===== config.mk =====
export PLATFORM = sky130hd
export DESIGN_NAME = mvm_stream_ctrl
export DESIGN_NICKNAME = d
export VERILOG_FILES = /design/src/rtl/mvm_pkg.sv /design/src/rtl/mvm_stream_ctrl.sv
export SDC_FILE = /design/constraint.sdc
export NUM_CORES = 1
export LEC_CHECK = 0
export CAP_MARGIN = 15
export CORE_MARGIN = 5
export CORE_UTILIZATION = 51
export CTS_CLUSTER_SIZE = 16
export DETAILED_ROUTE_END_ITERATION = 6
export PLACE_DENSITY_LB_ADDON = 0.15
export REMOVE_ABC_BUFFERS = 1
export SLEW_MARGIN = 20
export SYNTH_ARGS = -nofsm -noshare
export SYNTH_HDL_FRONTEND = slang
export SYNTH_SLANG_ARGS = --single-unit

===== constraint.sdc =====
create_clock -name clk -period 7.3 [get_ports clk]
set_input_delay 1.46 -clock clk [delete_from_list [all_inputs] [get_ports clk]]
set_output_delay 1.46 -clock clk [all_outputs]
set_load 0.005 [all_outputs]

===== src/rtl/mvm_pkg.sv =====
// Shared types, default dimensions and flat-bus offset helpers for the
// matrix-vector streaming controller.
package mvm_pkg;

  // Controller states.
  typedef enum logic [2:0] {
    IDLE   = 3'd0,
    LOAD_W = 3'd1,
    LOAD_B = 3'd2,
    EVAL   = 3'd3,
    DRAIN  = 3'd4
  } state_t;

  // Default geometry and timing.
  localparam int MVM_X          = 4;
  localparam int MVM_H          = 4;
  localparam int MVM_DATA_WIDTH = 8;
  localparam int MVM_EVAL_CYC   = 2;

  // Bit offset of weight element (m,n) in the row-major weight bus.
  function automatic int a_off(input int m, input int n, input int x, input int dw);
    return ((m * x) + n) * dw;
  endfunction

  // Bit offset of element n in the vector bus or row n in the result bus.
  function automatic int v_off(input int n, input int dw);
    return n * dw;
  endfunction

  // Shared counter width: wide enough for every weight index and the
  // settle count, whichever is larger.
  function automatic int cnt_width(input int x, input int h, input int eval_cyc);
    int top;
    top = (x * h > eval_cyc) ? x * h : eval_cyc;
    return $clog2(top + 1);
  endfunction

endpackage


===== src/rtl/mvm_stream_ctrl.sv =====
// Streaming front/back end for the combinational matrix-vector engine.
// Collects weights (optional) and vector words over valid/ready, presents
// them on registered flat operand buses, waits a fixed settle time,
// captures the engine result rows and streams them out over valid/ready.
module mvm_stream_ctrl
  import mvm_pkg::*;
#(
  parameter int X          = MVM_X,
  parameter int H          = MVM_H,
  parameter int DATA_WIDTH = MVM_DATA_WIDTH,
  parameter int EVAL_CYC   = MVM_EVAL_CYC
) (
  input  logic                         clk,
  input  logic                         rst,
  input  logic                         start,
  input  logic                         load_w,
  input  logic                         in_valid,
  output logic                         in_ready,
  input  logic [DATA_WIDTH-1:0]        in_data,
  output logic [0:X*H*DATA_WIDTH-1]    a_flat,
  output logic [0:X*DATA_WIDTH-1]      b_flat,
  input  logic [0:H*DATA_WIDTH-1]      c_flat,
  output logic                         out_valid,
  input  logic                         out_ready,
  output logic [DATA_WIDTH-1:0]        out_data,
  output logic                         out_last,
  output logic                         busy
);

  localparam int NW = X * H;
  localparam int CW = cnt_width(X, H, EVAL_CYC);
  localparam int RW = (H > 1) ? $clog2(H) : 1;

  localparam logic [CW-1:0] W_LAST = CW'(NW - 1);
  localparam logic [CW-1:0] B_LAST = CW'(X - 1);
  localparam logic [CW-1:0] E_LAST = CW'(EVAL_CYC - 1);
  localparam logic [RW-1:0] R_LAST = RW'(H - 1);

  state_t                r_state;
  state_t                w_state_next;
  logic [CW-1:0]         r_cnt;
  logic [RW-1:0]         r_row;
  logic [DATA_WIDTH-1:0] r_a_mem  [NW];
  logic [DATA_WIDTH-1:0] r_b_mem  [X];
  logic [DATA_WIDTH-1:0] r_result [H];

  logic w_in_ready;
  logic w_in_hs;
  logic w_out_valid;
  logic w_out_hs;
  logic w_a_we;
  logic w_b_we;
  logic w_capture;

  // Handshake and write-enable decode, all from registered state.
  assign w_in_ready  = (r_state == LOAD_W) || (r_state == LOAD_B);
  assign w_in_hs     = in_valid && w_in_ready;
  assign w_out_valid = (r_state == DRAIN);
  assign w_out_hs    = w_out_valid && out_ready;
  assign w_a_we      = (r_state == LOAD_W) && w_in_hs;
  assign w_b_we      = (r_state == LOAD_B) && w_in_hs;
  assign w_capture   = (r_state == EVAL) && (r_cnt == E_LAST);

  assign in_ready  = w_in_ready;
  assign out_valid = w_out_valid;
  assign out_data  = r_result[r_row];
  assign out_last  = w_out_valid && (r_row == R_LAST);
  assign busy      = (r_state != IDLE);

  // Next-state decode; start/load_w only matter in IDLE.
  always_comb begin
    w_state_next = r_state;
    case (r_state)
      IDLE: begin
        if (start) begin
          w_state_next = load_w ? LOAD_W : LOAD_B;
        end
      end
      LOAD_W: begin
        if (w_in_hs && (r_cnt == W_LAST)) begin
          w_state_next = LOAD_B;
        end
      end
      LOAD_B: begin
        if (w_in_hs && (r_cnt == B_LAST)) begin
          w_state_next = EVAL;
        end
      end
      EVAL: begin
        if (w_capture) begin
          w_state_next = DRAIN;
        end
      end
      DRAIN: begin
        if (w_out_hs && (r_row == R_LAST)) begin
          w_state_next = IDLE;
        end
      end
      default: w_state_next = IDLE;
    endcase
  end

  // State register.
  always_ff @(posedge clk) begin
    if (rst) begin
      r_state <= IDLE;
    end else begin
      r_state <= w_state_next;
    end
  end

  // Shared slot / settle counter: cleared on every state change, advanced
  // per accepted word while loading and per cycle while settling.
  always_ff @(posedge clk) begin
    if (rst) begin
      r_cnt <= '0;
    end else if (w_state_next != r_state) begin
      r_cnt <= '0;
    end else if (w_in_hs || (r_state == EVAL)) begin
      r_cnt <= r_cnt + 1'b1;
    end
  end

  // Output row pointer; advances only on an accepted result word.
  always_ff @(posedge clk) begin
    if (rst) begin
      r_row <= '0;
    end else if (r_state != DRAIN) begin
      r_row <= '0;
    end else if (w_out_hs) begin
      r_row <= (r_row == R_LAST) ? '0 : r_row + 1'b1;
    end
  end

  // Weight store: written only by a weight-loading job, otherwise retained.
  always_ff @(posedge clk) begin
    if (rst) begin
      for (int i = 0; i < NW; i++) begin
        r_a_mem[i] <= '0;
      end
    end else if (w_a_we) begin
      for (int i = 0; i < NW; i++) begin
        if (r_cnt == CW'(i)) begin
          r_a_mem[i] <= in_data;
        end
      end
    end
  end

  // Vector store: rewritten by every job.
  always_ff @(posedge clk) begin
    if (rst) begin
      for (int i = 0; i < X; i++) begin
        r_b_mem[i] <= '0;
      end
    end else if (w_b_we) begin
      for (int i = 0; i < X; i++) begin
        if (r_cnt == CW'(i)) begin
          r_b_mem[i] <= in_data;
        end
      end
    end
  end

  // Result capture at the end of the settle window.
  always_ff @(posedge clk) begin
    if (rst) begin
      for (int i = 0; i < H; i++) begin
        r_result[i] <= '0;
      end
    end else if (w_capture) begin
      for (int i = 0; i < H; i++) begin
        r_result[i] <= c_flat[v_off(i, DATA_WIDTH) +: DATA_WIDTH];
      end
    end
  end

  // Flatten the operand stores onto the engine buses (element 0 at bit 0).
  generate
    for (genvar gi = 0; gi < NW; gi++) begin : g_a_bus
      assign a_flat[a_off(gi / X, gi % X, X, DATA_WIDTH) +: DATA_WIDTH] = r_a_mem[gi];
    end
    for (genvar gi = 0; gi < X; gi++) begin : g_b_bus
      assign b_flat[v_off(gi, DATA_WIDTH) +: DATA_WIDTH] = r_b_mem[gi];
    end
  endgenerate

endmodule


* After elaboration in Yosys (flattened, before gate mapping)
Memories as Yosys holds them, arrays and structs flattened. A register that Yosys moved wholly into a read port is not among the register bits.
Index checks and enable logic that the tools add are counted.
** Storage, ports and cells
- Flip-flop bits (word level) :: 10
- Bits of input ports :: 46
- Memory bits (writable) :: 192
- Word-level logic and storage cells :: 185
- Memories :: 3
- Output and inout port bits :: 172
** Memory list
- r_a_mem :: words 16, width 8, read ports 16, clocked after Yosys merged registers in 0, wr ports 16, line mvm_stream_ctrl.sv:43 : logic [DATA_WIDTH-1:0] r_a_mem [NW];
- r_b_mem :: words 4, width 8, read ports 4, clocked after Yosys merged registers in 0, wr ports 4, line mvm_stream_ctrl.sv:44 : logic [DATA_WIDTH-1:0] r_b_mem [X];
- r_result :: words 4, width 8, read ports 1, clocked after Yosys merged registers in 1, wr ports 4, line mvm_stream_ctrl.sv:45 : logic [DATA_WIDTH-1:0] r_result [H];
** Operators by class
- Equality and inequality tests :: 22
- Bitwise operators :: 24
- Multiplexer cells :: 115
- $add $sub $neg :: 2
- Reductions and logical operators :: 16
** Operators by type and width (count)
- $mux 8 :: 24
- $mux 1 :: 81
- $eq 5x4->1 const B :: 8
- $or 1x1->1 :: 24
- $eq 5x3->1 const B :: 4
- $mux 3 :: 5
- $pmux 3 s5 :: 1
- $eq 5x2->1 const B :: 2
- $logic_and 1x1->1 :: 9
- $mux 2 :: 4
- $eq 3x2->1 const B :: 2
- $add 5x1->5 const B :: 1
- $eq 5x1->1 const B :: 1
- $logic_not 5->1 :: 1
- $reduce_or 2->1 :: 2
- $eq 3x1->1 const B :: 1
- $eq 3x3->1 const B :: 1
- $logic_not 3->1 :: 1
- $ne 3x3->1 :: 1
- $ne 3x3->1 const B :: 1
- $reduce_bool 3->1 :: 1
- $add 2x1->2 const B :: 1
- $eq 2x2->1 const B :: 1
- $logic_or 1x1->1 :: 2

* Depth between registers and ports, before layout
Gate-level depths: netlist of run 1.
- Depth after elaboration :: 8
- Depth in mapped cells :: 7
- Gate-level depth less buffers :: 6

* Worst setup path before layout of run 1
No wires, ideal clock.
- Kind :: in2reg
- Start point :: in rst
- End point :: mem r_result[0][0] (netlist bit) (enable)
- Library setup time :: 389 ps
- Path buffers :: 3
- Arrival time :: 3128 ps
- Path slack :: 3782 ps
- Data required time :: 6911 ps
- Cell stages on the path :: 5
- Cells stage by stage :: clkbuf_1 -> clkinv_1 -> clkbuf_1 -> clkbuf_1 -> nand2_1
** RTL lines
- start: declaration :: line mvm_stream_ctrl.sv:14 : input logic rst,
- end: declaration :: line mvm_stream_ctrl.sv:45

==> flow_summary.toml, run 1 <==
[final_layout]
seqCellArea_um2 = 6006
fill_cells = 911
antenna_cells = 0
area.growth.synth_to_final_pct = 40.39
drive_gt1_share_pct = 7.383
final_common_cell = "clkdlybuf4s50_1"
multi_input_area_um2 = 1520
final_cell_mix = "clkdlybuf4s50_1, edfxtp_1, nor2_1"
fin_nets = 783

[placement]
port_buffers = 217
hpwl_um = 12470
gp_congestion = 0.8489
pre_cts_slack_ns = 2.925

[synth]
ys.warnings.count = 0
netlist_area_um2 = 7686
synth_top_cell_by_area = "edfxtp_1"
yosys.area_share.simple_pct = 14.02
avgSynthCellArea_um2 = 14.98
synthCells = 513
synth.yosys.seq_area_share_pct = 78.14
synth_compound_area_share_pct = 1.579
synthTopCellsByArea = "edfxtp_1, nor2_1, dfxtp_1"
synth-xor-area-share_pct = 0.3419
synth_top_family_by_area = "simple AND/OR/NAND/NOR gates"
synth-seq-cells = 204
synthAdderAreaFrac_pct = 1.107
ys.flop_type = "edfxtp_1"
synth-edff-count = 192
synth_mux_area_share_pct = 2.735
synth.lib_cells_used.distinct = 41
post-synth-top-area-fraction_pct = 75.01
async_flop_share_pct = 0

[setup_path]
worst_setup_path_start_kind = "input pin"
crit_path_end_kind = "flop"
crit_path_max_incr_delay_ns = 0.95
worstSetupStartpoint = "rst"
crit_fanout = 28
crit_arrival_ns = 4.10
cp_slowest_cell = "nand2_1"
path_cells = "clkdlybuf4s50_1, clkinv_1, nand2_1, inv_1"
rr_startpoint = "r_state[2]"
crit_type = "in2reg"
cp_data_required_time_ns = 7.47

[clock_tree]
postCtsSetupBuffers = 0
cts_buffers = 21
postCtsHoldBufs = 0
insertion_delay_ns = 0.48
numClockSinks = 204
clk_pin_slew_ns = 0.06
htree_levels = 1
root_buffer = "clkbuf_16"
clockBufferDepth = 3
cts_tree = "built"
cts_resized = 0

[timing]
setup_viol = 0
fmaxAchievable_mhz = 254.0
period_share_pct = 53.92
slew_violations = 0
whs_ns = 0.6004
tns_ns = 0
clock-skew-final_ns = 0.008939
tightest_slew_ns = 0.8623
period_minus_slack_ns = 3.936
slew-limit-headroom_pct = 42.16
hold_viol_final = 0
layout_setup_ws_ns = 3.364
rsz0062_at_grt = "false"

[floorplanning]
num_rows = 44
die_y_um = 132.8
die_area_um2 = 17630
core_region_area_um2 = 14640
ioPinCount = 218
start_util_pct = 52.49
die_w_um = 132.8

[route]
drt-pass1-iter-count = 5
drc_errors = 0
wl_um = 18100
first_iter_violations = 399
via_per_inst = 5.278
post_drt_wl_per_cell_um = 19.49
antenna_left = 0
via_count = 4903

[global_routing]
gr-total-overflow = 0
grt_max_degree = 33
grt_pass1_wl_um = 27970
antenna_found_initial = 0
grt_pass1_vias = 4920
track_usage_pct = 20.11

[hold_path]
hp-class = "reg2reg"
min_from = "r_cnt[1]"

[power]
sequentialPowerShare_pct = 49.3
powerDensity_nw_per_um2 = 255.1
clkPwrFrac_pct = 43.5
p_int_uw = 2219
p_comb_share_pct = 7.2
peakVddDrop_mv = 0.1672
swShare_pct = 19.40
power.leakage_uw = 0.003935
p_total_uw = 2753
p_sw_uw = 534.0

[run_status]
outcome = "finished, final reports clean"

[job]
drv_cap = 0
[sequential cells by signal, indices dropped and copies added, names as in the netlist, named ones only]
signal,flops
r_result,32
r_row,2
r_a_mem,128
r_b_mem,32
r_state,3
r_cnt,5
[power by group through the flow]
stage               logic, uW  registers [uW]  clock network (uW)
floorplan                49.6            1380                   0
global placement          195            1380                   0
detailed placement        199            1380                   0
CTS                       201            1360                1210
global route              212            1360                1260
finish                    199            1360                1200
[worst max-delay path, delay by kind of cell]
family / cells / cell delay (ns)
buffers and inverters: 3 / 1.68
AND/OR/NAND/NOR: 1 / 0.95
[synth_stat cells, drive strengths merged (2+ instances only)]
cell    instances
a31oi           2
a21oi           4
ha              6
nor2          119
nand3          12
nor2b           4
nand2          44
xnor2           2
mux2i           3
buf             6
clkbuf         18
edfxtp        192
nor3            7
nor4            2
and2           32
mux4            8
and3            4
inv            16
dfxtp          12
a32oi           2
a21o            2
[final timing paths]
path                                       end  slack [ns]  cells past startpoint
worst max-delay path            r_a_mem[1][41]        3.36                      4
worst min-delay path                  r_cnt[1]        0.60                      2
worst max register to register  r_a_mem[0][20]        4.71                      4
worst min register to register        r_cnt[1]        0.60                      2
[routing by layer]
layer  track usage, %  vias up  part of all wire, %
met3            5.543       39                  8.7
met2            33.49      239                   49
met4            5.716        0                  2.5
met1            26.18     2372                   40
met5                0        -                    0
li1                 -     2253                    -
[stage by stage]
step,cell area [um^2],std cells,util (%)
2_1_floorplan,7590,489,-
3_3_place_gp,10010,892,68.34
3_5_place_dp,10010,892,68.34
4_1_cts,10790,929,73.68
5_1_grt,10790,929,73.68
6_report,10790,929,73.68
[cell families after synthesis]
group,Yosys count
buffers and inverters,41
and+or+nand+nor,231
xor gates and xnor gates,3
adders and majority gates,7
AOI/OAI and AO/OA,16
muxes,11
DFF,204
[layout make-up]
type | instances | area share (%)
Clock buffer | 22 | 4.905
Multi-Input combinational cell | 268 | 14.09
Tap cell | 184 | 2.134
Inverter | 17 | 0.5914
Timing Repair Buffer | 219 | 20.27
Clock inverter | 15 | 2.354
Sequential cell | 204 | 55.66
(Power assumes the default switching activity.)
==> run 2: changes to the inputs <==
- CORE_UTILIZATION: 51 -> 43
- clock period: 7.3 -> 3.2 ns (I/O delays scaled with it)
==> flow_summary.toml, run 2 (synthesis gave the netlist of run 1 again) <==
[run_status]
outcome = "finished, final reports clean"

[clock_tree]
cts_buffers = 21
htree_levels = 1
cts_resized = 0
postCtsSetupBuffers = 0
postCtsHoldBufs = 0
insertion_delay_ns = 0.48
cts_tree = "built"
clockBufferDepth = 3
numClockSinks = 204
clk_pin_slew_ns = 0.06
root_buffer = "clkbuf_16"

[setup_path]
crit_path_end_kind = "primary output"
crit_arrival_ns = 2.25
path_buf_inv = 1
cp_data_required_time_ns = 2.56
crit_path_max_incr_delay_ns = 0.70
crit_type = "reg2out"
path_cells = "mux4_2, clkdlybuf4s50_1"
crit_fanout = 8
worst_setup_path_start_kind = "flop"
cp_top_family = "flip-flops"
cp_slowest_cell = "dfxtp_1"

[timing]
tns_ns = 0
setup_viol = 0
period_minus_slack_ns = 2.887
slew_violations = 0
slew-limit-headroom_pct = 60.28
rsz0062_at_grt = "false"
period_share_pct = 90.22
tightest_slew_ns = 0.5950
layout_setup_ws_ns = 0.3130
hold_viol_final = 0
clock-skew-final_ns = 0.006754
fmaxAchievable_mhz = 346.4
whs_ns = 0.5759

[global_routing]
antenna_found_initial = 2
track_usage_pct = 18.43
gr-total-overflow = 0
grt_max_degree = 33
grt_pass1_wl_um = 28920
grt_pass1_vias = 4994

[power]
p_int_uw = 4496
powerDensity_nw_per_um2 = 527.8
sequentialPowerShare_pct = 54.6
p_comb_share_pct = 8.3
clkPwrFrac_pct = 37.2
peakVddDrop_mv = 0.3713
power.leakage_uw = 0.003905
p_sw_uw = 1172
swShare_pct = 20.67

[route]
drc_errors = 0
first_iter_violations = 414
post_drt_wl_per_cell_um = 19.80
antenna_left = 0
via_per_inst = 5.008
wl_um = 19420
via_count = 4913
drt-pass1-iter-count = 5

[floorplanning]
die_area_um2 = 20650
ioPinCount = 218
start_util_pct = 44.13
die_w_um = 143.7
core_region_area_um2 = 17420
die_y_um = 143.7
num_rows = 48

[final_layout]
area.growth.synth_to_final_pct = 39.74
antenna_cells = 0
drive_gt1_share_pct = 7.937
final_common_cell = "clkdlybuf4s50_1"
fill_cells = 1312
reg_top3 = "r_a_mem (128), r_b_mem (32), r_result (32)"
final_cell_mix = "clkdlybuf4s50_1, edfxtp_1, nor2_1"
regMostFlops = "r_a_mem"
fin_cells = 981
largest_register_ffs = 128
fin_nets = 796
fin_area_um2 = 10740

[placement]
port_buffers = 217
gp_congestion = 0.8444
place_inst = 946
hpwl_um = 14570
place_area_um2 = 10160
pre_cts_slack_ns = 0.5073

[job]
drv_cap = 0

[hold_path]
hp-class = "reg2reg"
==> run 2: layer usage <==
metal	track usage, %	wire [um]	up-vias
met4	4.559	354	4
met1	22.83	7228	2353
met3	3.894	1681	33
met5	0	21	-
li1	-	-	2284
met2	33.10	10140	239
==> run 2: worst paths after layout <==
path / from / to / slack (ns) / cells after the start
worst max-delay path: flop / out_data[7] / 0.31 / 2
worst min-delay path: r_row[1] / r_row[1] / 0.58 / 2
worst max register to register: r_state[1] / r_b_mem[1][0] / 0.86 / 4
worst min register to register: r_row[1] / r_row[1] / 0.58 / 2
==> run 2: through the flow <==
stage | power, uW | utilization [%]
floorplan | 3260 | -
global placement | 3616 | 58.31
detailed placement | 3627 | 58.31
finish | 5668 | 61.67
global route | 5854 | 61.67
CTS | 5707 | 61.67
==> run 2: final cells by class <==
| class | count | area [um^2] | share of cell area (%) |
|---|---|---|---|
| clock buffer | 24 | 536.8 | 4.998 |
| inverter | 17 | 63.81 | 0.5941 |
| tap | 225 | 281.5 | 2.621 |
| clock inverter | 11 | 47.55 | 0.4427 |
| multi-input combinational | 268 | 1520 | 14.15 |
| timing repair buffer | 232 | 2285 | 21.27 |
| sequential | 204 | 6006 | 55.92 |
==> run 2: tightest hold or removal path, stage by stage (launching register included) <==
cell and delay (ns):
dfxtp_1 0.31, mux2i_1 0.13, nor3_1 0.08
==> run 2: power by group through the flow <==
stage / logic (uW) / registers, uW / clock network, uW
global route: 502 / 3100 / 2250
detailed placement: 476 / 3150 / 0
finish: 469 / 3090 / 2110
CTS: 478 / 3100 / 2130
global placement: 468 / 3150 / 0
floorplan: 113 / 3150 / 0
==> run 3: changes to the inputs <==
- CORE_UTILIZATION: 43 -> 48
- PLACE_DENSITY: default -> 0.82
- PLACE_DENSITY_LB_ADDON: 0.15 -> default
- clock period: 3.2 -> 3.25 ns (I/O delays scaled with it)
==> flow_summary.toml, run 3 (synthesis gave the netlist of run 1 again) <==
[run_status]
outcome = "finished, final reports clean"

[power]
powerDensity_nw_per_um2 = 575.6
sequentialPowerShare_pct = 48.3
clkPwrFrac_pct = 44.1
p_comb_share_pct = 7.5
peakVddDrop_mv = 0.2992
p_sw_uw = 1235
p_int_uw = 5069
power.leakage_uw = 0.003999
swShare_pct = 19.59

[final_layout]
area.growth.synth_to_final_pct = 42.49
drive_gt1_share_pct = 8.575
fin_cells = 975
final_common_cell = "clkdlybuf4s50_1"
regMostFlops = "r_a_mem"
largest_register_ffs = 128
fill_cells = 1036
reg_top3 = "r_a_mem (128), r_b_mem (32), r_result (32)"
fin_nets = 796
multi_input_area_um2 = 1520
seqCellArea_um2 = 6006
fin_area_um2 = 10950
final_cell_mix = "clkdlybuf4s50_1, edfxtp_1, nor2_1"

[timing]
clock-skew-final_ns = 0.01004
tightest_slew_ns = 0.5567
tns_ns = 0
slew_violations = 0
rsz0062_at_grt = "false"
whs_ns = 0.5605
setup_viol = 0
period_minus_slack_ns = 2.890
fmaxAchievable_mhz = 346.0
hold_viol_final = 0
slew-limit-headroom_pct = 62.83
period_share_pct = 88.94

[clock_tree]
postCtsHoldBufs = 0
root_buffer = "clkbuf_16"
cts_tree = "built"
postCtsSetupBuffers = 0
clk_pin_slew_ns = 0.06
clockBufferDepth = 3
insertion_delay_ns = 0.49
numClockSinks = 204
cts_buffers = 21
htree_levels = 1
cts_resized = 0

[floorplanning]
core_region_area_um2 = 15770
die_w_um = 136.5
die_y_um = 136.5
num_rows = 46
ioPinCount = 218
start_util_pct = 48.74
die_area_um2 = 18640

[route]
via_count = 5136
post_drt_wl_per_cell_um = 20.91
drt-pass1-iter-count = 5
antenna_left = 0
drc_errors = 0
via_per_inst = 5.268
wl_um = 20390
first_iter_violations = 477

[global_routing]
grt_max_degree = 33
grt_pass1_vias = 5209
grt_pass1_wl_um = 30170
gr-total-overflow = 0
antenna_found_initial = 1
track_usage_pct = 21.53

[setup_path]
r2r-end = "r_b_mem[2][6]"
crit_path_end_kind = "primary output"
worst_setup_path_start_kind = "flop"
crit_type = "reg2out"
crit_arrival_ns = 2.24
crit_fanout = 8
reg2reg_setup_slack_ns = 0.81
ff2ff_path_depth = 4
cp_data_required_time_ns = 2.60
rr_startpoint = "r_state[1]"

[hold_path]
hp-class = "reg2reg"
holdPathStages = 2
min_from = "r_row[1]"

[placement]
port_buffers = 217
gp_congestion = 0.9100
place_inst = 937
hpwl_um = 14630
place_area_um2 = 10140

[job]
drv_cap = 0
-- run 3: cell count changes in the layout (fill, tap and decap cells not counted) --
| cell | delta |
|---|---|
| diode_2 | +1 |
| bufinv_16 | +8 |
| clkinvlp_4 | +1 |
| clkinv_2 | -5 |
| clkinv_1 | -1 |
| inv_6 | +1 |
| clkbuf_1 | -2 |
-- run 3: final cells by class --
cell class / count / area share [%]
antenna: 1 / 0.02285
clock buffer: 22 / 4.833
clock inverter: 15 / 2.513
inverter: 17 / 0.5827
multi-input combinational: 268 / 13.88
sequential: 204 / 54.84
tap: 216 / 2.468
timing repair buffer: 232 / 20.86
-- run 3: worst max-delay path by stage --
stage              from        endpoint
6_report           flop     out_data[6]
5_1_grt            flop     out_data[6]
4_1_cts            flop     out_data[6]
3_5_place_dp   in_valid   r_a_mem[0][0]
3_3_place_gp   in_valid   r_b_mem[2][0]
2_1_floorplan       rst  r_result[0][0]
-- run 3: power groups by stage --
| stage | Combinational (uW) | Sequential, uW | Clock (uW) |
|---|---|---|---|
| 3_5_place_dp | 475 | 3100 | 0 |
| 5_1_grt | 501 | 3060 | 2930 |
| 3_3_place_gp | 464 | 3100 | 0 |
| 2_1_floorplan | 112 | 3100 | 0 |
| 4_1_cts | 478 | 3050 | 2810 |
| 6_report | 474 | 3050 | 2780 |
-- run 3: routing by layer --
layer | GRT usage (%) | wire length, um | vias to the layer above
met4 | 6.943 | 558 | 0
met5 | 0 | 0 | -
met1 | 26.44 | 7146 | 2485
met2 | 37.10 | 10420 | 336
li1 | - | - | 2279
met3 | 5.919 | 2264 | 36
-- run 3: critical path, stage by stage (launching register included) --
cell             delay (ns)
dfxtp_1                0.67
mux4_2                 0.61
clkdlybuf4s50_1        0.47
-- run 3: through the flow --
step | utilization, % | total power, uW | setup slack, ns
floorplan | - | 3210 | 0.9283
global placement | 64.33 | 3561 | 0.6116
detailed placement | 64.33 | 3577 | 0.5320
CTS | 69.43 | 6337 | 0.2938
global route | 69.45 | 6491 | 0.2419
finish | 69.45 | 6304 | 0.3595
